==> src/rtl/uart_frame_dec.sv <==
// Byte-level frame decoder: HEADER, ADDR, LEN, payload, CHK -> payload burst on a good checksum.
// Optional inter-byte timeout is built when FRAME_TIMEOUT_EN is defined.
module uart_frame_dec #(
    parameter int         UART_BPS = 9600,
    parameter int         CLK_FREQ = 50_000_000,
    parameter int         MAX_LEN  = 16,
    parameter logic [7:0] HEADER   = 8'hAA
) (
    input  logic       sys_clk,
    input  logic       sys_rst,
    input  logic       pi_flag,
    input  logic [7:0] pi_data,
    output logic       po_flag,
    output logic [7:0] po_data,
    output logic       po_sop,
    output logic       po_eop,
    output logic [7:0] po_addr,
    output logic       err_flag,
    output logic [1:0] err_code
);

    localparam int         IW        = (MAX_LEN > 1) ? $clog2(MAX_LEN) : 1;
    localparam logic [7:0] MAX_LEN_B = 8'(MAX_LEN);

    // IDLE: hunt header | ADDR/LEN/DATA/CHK: collect frame | DRAIN: burst buffered payload
    typedef enum logic [2:0] {
        S_IDLE,
        S_ADDR,
        S_LEN,
        S_DATA,
        S_CHK,
        S_DRAIN
    } state_t;

    state_t        r_state;
    logic [7:0]    r_addr;
    logic [7:0]    r_len;
    logic [7:0]    r_chk;
    logic [IW-1:0] r_wr_idx;
    logic [IW-1:0] r_rd_idx;
    logic          r_hold_vld;
    logic [7:0]    r_hold_data;
    logic [7:0]    r_buf [MAX_LEN];

    logic          w_vld;
    logic [7:0]    w_byte;
    logic          w_timeout;

    // A byte parked during DRAIN takes priority once the burst has finished.
    assign w_vld  = (r_state != S_DRAIN) && (r_hold_vld || pi_flag);
    assign w_byte = r_hold_vld ? r_hold_data : pi_data;

`ifdef FRAME_TIMEOUT_EN
    localparam int TO_CNT = 20 * (CLK_FREQ / UART_BPS);
    localparam int TW     = $clog2(TO_CNT + 1);

    logic [TW-1:0] r_to_cnt;
    logic          w_active;

    assign w_active  = (r_state == S_ADDR) || (r_state == S_LEN) ||
                       (r_state == S_DATA) || (r_state == S_CHK);
    assign w_timeout = w_active && !w_vld && (r_to_cnt == TW'(TO_CNT - 1));

    always_ff @(posedge sys_clk or posedge sys_rst) begin
        if (sys_rst) begin
            r_to_cnt <= '0;
        end else if (!w_active || w_vld || w_timeout) begin
            r_to_cnt <= '0;
        end else begin
            r_to_cnt <= r_to_cnt + TW'(1);
        end
    end
`else
    logic [31:0] w_unused_rate;

    assign w_unused_rate = 32'(CLK_FREQ / UART_BPS);
    assign w_timeout     = 1'b0;
`endif

    always_ff @(posedge sys_clk) begin
        if (r_state == S_DATA && w_vld) begin
            r_buf[r_wr_idx] <= w_byte;
        end
    end

    always_ff @(posedge sys_clk or posedge sys_rst) begin
        if (sys_rst) begin
            r_state     <= S_IDLE;
            r_addr      <= '0;
            r_len       <= '0;
            r_chk       <= '0;
            r_wr_idx    <= '0;
            r_rd_idx    <= '0;
            r_hold_vld  <= 1'b0;
            r_hold_data <= '0;
            po_flag     <= 1'b0;
            po_data     <= '0;
            po_sop      <= 1'b0;
            po_eop      <= 1'b0;
            po_addr     <= '0;
            err_flag    <= 1'b0;
            err_code    <= '0;
        end else begin
            po_flag  <= 1'b0;
            po_sop   <= 1'b0;
            po_eop   <= 1'b0;
            err_flag <= 1'b0;

            if (r_state == S_DRAIN) begin
                if (pi_flag) begin
                    r_hold_vld  <= 1'b1;
                    r_hold_data <= pi_data;
                end
            end else if (r_hold_vld) begin
                r_hold_vld  <= pi_flag;
                r_hold_data <= pi_data;
            end

            if (w_timeout) begin
                err_flag <= 1'b1;
                err_code <= 2'd3;
                r_state  <= S_IDLE;
            end else begin
                case (r_state)
                    S_IDLE: begin
                        if (w_vld && w_byte == HEADER) begin
                            r_chk   <= '0;
                            r_state <= S_ADDR;
                        end
                    end
                    S_ADDR: begin
                        if (w_vld) begin
                            r_addr  <= w_byte;
                            r_chk   <= r_chk + w_byte;
                            r_state <= S_LEN;
                        end
                    end
                    S_LEN: begin
                        if (w_vld) begin
                            if (w_byte == 8'd0 || w_byte > MAX_LEN_B) begin
                                err_flag <= 1'b1;
                                err_code <= 2'd1;
                                r_state  <= S_IDLE;
                            end else begin
                                r_len    <= w_byte;
                                r_wr_idx <= '0;
                                r_chk    <= r_chk + w_byte;
                                r_state  <= S_DATA;
                            end
                        end
                    end
                    S_DATA: begin
                        if (w_vld) begin
                            r_chk    <= r_chk + w_byte;
                            r_wr_idx <= r_wr_idx + IW'(1);
                            if (8'(r_wr_idx) == r_len - 8'd1) begin
                                r_state <= S_CHK;
                            end
                        end
                    end
                    S_CHK: begin
                        if (w_vld) begin
                            if (w_byte == r_chk) begin
                                // First payload byte goes out on the same edge that accepts CHK.
                                po_addr  <= r_addr;
                                po_flag  <= 1'b1;
                                po_data  <= r_buf[0];
                                po_sop   <= 1'b1;
                                po_eop   <= (r_len == 8'd1);
                                r_rd_idx <= IW'(1);
                                r_state  <= (r_len == 8'd1) ? S_IDLE : S_DRAIN;
                            end else begin
                                err_flag <= 1'b1;
                                err_code <= 2'd2;
                                r_state  <= S_IDLE;
                            end
                        end
                    end
                    S_DRAIN: begin
                        po_flag  <= 1'b1;
                        po_data  <= r_buf[r_rd_idx];
                        r_rd_idx <= r_rd_idx + IW'(1);
                        if (8'(r_rd_idx) == r_len - 8'd1) begin
                            po_eop  <= 1'b1;
                            r_state <= S_IDLE;
                        end
                    end
                    default: r_state <= S_IDLE;
                endcase
            end
        end
    end

endmodule

==> config.mk <==
export PLATFORM = sky130hd
export DESIGN_NAME = uart_frame_dec
export DESIGN_NICKNAME = d
export VERILOG_FILES = /design/src/rtl/uart_frame_dec.sv
export SDC_FILE = /design/constraint.sdc
export NUM_CORES = 1
export LEC_CHECK = 0
export ABC_AREA = 1
export CAP_MARGIN = 5
export CORE_AREA = 2 2 131 159
export DETAILED_ROUTE_END_ITERATION = 7
export DIE_AREA = 0 0 133 161
export GPL_TIMING_DRIVEN = 0
export PLACE_DENSITY_LB_ADDON = 0.1
export SETUP_SLACK_MARGIN = 0.1
export SKIP_CTS_REPAIR_TIMING = 1
export SKIP_LAST_GASP = 1
export SLEW_MARGIN = 0
export SYNTH_ARGS = -nofsm -noshare
export SYNTH_HDL_FRONTEND = slang
export SYNTH_SLANG_ARGS = --single-unit
==> constraint.sdc <==
create_clock -name sys_clk -period 2.7 [get_ports sys_clk]
set_input_delay 0.405 -clock sys_clk [delete_from_list [all_inputs] [get_ports sys_clk]]
set_output_delay 0.405 -clock sys_clk [all_outputs]
set_load 0.02 [all_outputs]
==> results.py <==
metrics = {
    "status": {
        "status": "completed",
    },
    "sta": {
        "max_freq_ghz": 0.398,
        "holdWs_ps": 473,
        "drv_slew": 0,
        "rsz0062_at_grt": "true",
        "skew_ps": 13.1,
        "setup_tns_ps": 0,
        "finalCriticalPeriod_ps": 2510,
        "timing.slew.headroom": 0.438,
        "final.period_utilization": 0.931,
        "setup_violations": 0,
        "hold_viol": 0,
        "worst_slew_pin_slew_ps": 843,
    },
    "grt": {
        "grt_antenna_before_repair": 0,
        "use_met1": 0.295,
        "grt_busiest_layer": "met2",
        "grt.overflow.total": 0,
        "grt_use_met2": 0.384,
        "met3_usage": 0.0308,
        "grt_max_degree": 67,
        "grt_pass1_wl_mm": 35.9,
        "grtUsageTotal": 0.224,
        "grt_pass1_vias": 6207,
    },
    "min_path": {
        "hp-start": "r_addr[5]",
        "hold_path_class": "reg2reg",
    },
    "clock_network": {
        "worstSkewPairLatency_ps": 440,
        "cts_root_buffer": "clkbuf_16",
        "htreeDepth": 4,
        "path_clk_slew_ps": 80,
        "cts_buffer_depth": 2,
        "cts_buffers": 17,
        "tritoncts": "yes",
        "cts_sinks": 194,
    },
    "cells_and_area": {
        "area_delta_synth_final_pct": 19.1,
        "antenna-diode-count": 0,
        "fillCellCount": 1790,
        "multi_input_area_sq_um": 3050,
        "final_common_cell": "nand2_1",
        "mostFrequentLayoutCells": "223 x nand2_1, 128 x edfxtp_1, 79 x nand3_1",
        "layout-drive-gt1-share": 0.126,
        "layout.nets": 979,
        "instances_no_fill": 1231,
        "register_area_sq_um": 5500,
    },
    "logic_synthesis": {
        "syn_nets": 905,
        "synth_area_sq_um": 8780,
        "synth_xor_area_frac": 0.00698,
        "synth_seq_area_share": 0.626,
        "ys_ff_latch": 194,
        "synth_area_leaders": "edfxtp_1 44%, dfrtp_1 19%, nand2_1 9.8%",
        "synth_top_area_frac": 0.438,
        "synth_top_family_by_area": "simple AND/OR/NAND/NOR gates",
        "yosysWarningCount": 0,
        "syn_inst": 879,
        "synth-simple-area-share": 0.216,
        "synthAdderAreaFrac": 0.0222,
        "yosysUniqueCellTypes": 37,
        "synth_compound_area_frac": 0.0748,
        "muxShareOfSynthArea": 0.00513,
        "synth_top_area_cell": "edfxtp_1",
        "synth_area_per_cell_sq_um": 9.99,
    },
    "drt": {
        "drt_iter0_markers": 492,
        "vias": 6516,
        "routedWlPerCell_um": 19.3,
        "antenna_left": 0,
        "drc": 0,
        "drt_wl_total_mm": 23.8,
        "via_per_inst": 5.29,
        "drt_pre_antenna_iters": 5,
    },
    "power_and_ir_drop": {
        "power_leakage_uw": 0.00417,
        "powerDensity_nw_per_um2": 951,
        "peakVddDrop_v": 0.000556,
        "combPwrFrac": 0.358,
        "intPower_uw": 6100,
        "pwr-share-seq": 0.383,
        "switchingPower_uw": 3850,
        "clkPwrFrac": 0.259,
        "power_switching_share": 0.387,
        "power_uw": 9950,
    },
    "critical_path": {
        "crit_start": "r_hold_vld",
        "cp.arrival_ps": 2890,
        "slowest_delay_ps": 470,
        "required_ps": 3080,
        "critPathCaptureType": "flop",
        "crit_family": "simple AND/OR/NAND/NOR gates",
        "crit_top_cell": "nand2_1",
        "path_class": "reg2reg",
        "critPathBufInv": 4,
        "critPathMaxFanout": 10,
        "cp-start-kind": "flop",
        "crit_chain": "inv_4 -> nand2_1 -> nand2_4 -> clkinvlp_4 -> ha_1 -> inv_1 -> nand3b_1 -> nor2_2 -> nand2_1 -> nor2_2 -> nand2_2 -> buf_6 -> o21ai_0 -> nand2_1 -> nand2_1",
        "crit_slowest_cell": "dfrtp_2",
        "timing.rr.start": "r_hold_vld",
    },
    "placed_design": {
        "dp_cells": 1178,
        "place_congestion": 0.870,
        "io_buffers": 32,
        "hpwl_mm": 15.6,
    },
    "floorplanning": {
        "placementRows": 57,
        "die_y_um": 161,
        "initial_utilization": 0.441,
        "die-area_sq_um": 21400,
        "die_x_um": 133,
        "ioPinCount": 33,
        "core_area_sq_um": 19900,
    },
    "flow_run": {
        "cap_violations": 0,
    },
}
==> state kept, by name, summed over array words and instances, names as in the netlist, 2 cells and up <==
name and flops:
po_addr 8, r_len 8, r_addr 8, r_buf 128
r_wr_idx 4, r_rd_idx 4, r_state 3, po_data 8
err_code 2, r_hold_data 8, r_chk 8
==> cell families after synthesis <==
logic type,Yosys count
muxes,4
xor gates and xnor gates,7
DFF,194
and+or+nand+nor,436
buffers and inverters,108
AOI/OAI and AO/OA,115
adders and majority gates,15
==> per-stage QoR <==
| stage | area (sq um) | worst slack, ps | utilization |
|---|---|---|---|
| detailed placement | 9470 | -764 | 0.476 |
| global route | 10500 | -33.2 | 0.526 |
| finish | 10500 | 186 | 0.526 |
| global placement | 9430 | -1620 | 0.474 |
| floorplan | 8780 | 108 | - |
| CTS | 10100 | -540 | 0.507 |
==> power by group through the flow <==
stage	combinational [uW]	sequential (uW)	clock, uW
final	3560	3810	2570
after global routing	3970	3850	2710
after floorplan	2190	3900	0
after CTS	3450	3800	2600
after global placement	3400	3860	0
after detailed placement	3440	3860	0
==> routing by layer <==
metal  share of wire  wire length (um)
met2            0.50             11900
met5               0                 0
met4           0.022               535
met1            0.43             10300
met3           0.048              1150
==> final timing paths <==
kind | end | slack [ps] | cells past startpoint
max in group asynchronous | r_hold_vld | 1640 | 2
worst max register to register | po_data[5] | 190 | 15
min in group asynchronous | po_addr[6] | 480 | 2
worst min-delay path | po_addr[5] | 470 | 2
worst min register to register | po_addr[5] | 470 | 2
worst max-delay path | po_data[5] | 190 | 15
==> cell type report <==
class | instances | area share
tap | 265 | 0.0317
clock inverter | 13 | 0.0129
buffer | 34 | 0.0150
sequential | 194 | 0.525
timing repair inverter | 1 | 0.000478
clock buffer | 19 | 0.0455
inverter | 74 | 0.0278
timing repair buffer | 53 | 0.0498
multi-input combinational | 578 | 0.292
==> tightest hold or removal path, stage by stage (launching register included) <==
cell and delay [ps]:
dfrtp_1 350, nand2_1 50, nand2_1 40
==> synth_stat cells (all sizes together) <==
cell	number
nand2	236
edfxtp	128
nor2	90
nand3	82
inv	73
o21ai	73
dfrtp	66
o211ai	25
clkbuf	23
nand4	19
ha	14
buf	11
a21oi	8
nand3b	5
a31oi	4
mux2	4
xnor2	4
nor3	3
o22ai	3
xor2	3
clkinv	1
fa	1
nor3b	1
o21bai	1
o221ai	1
Note: power is estimated with default switching activity, not from simulation.
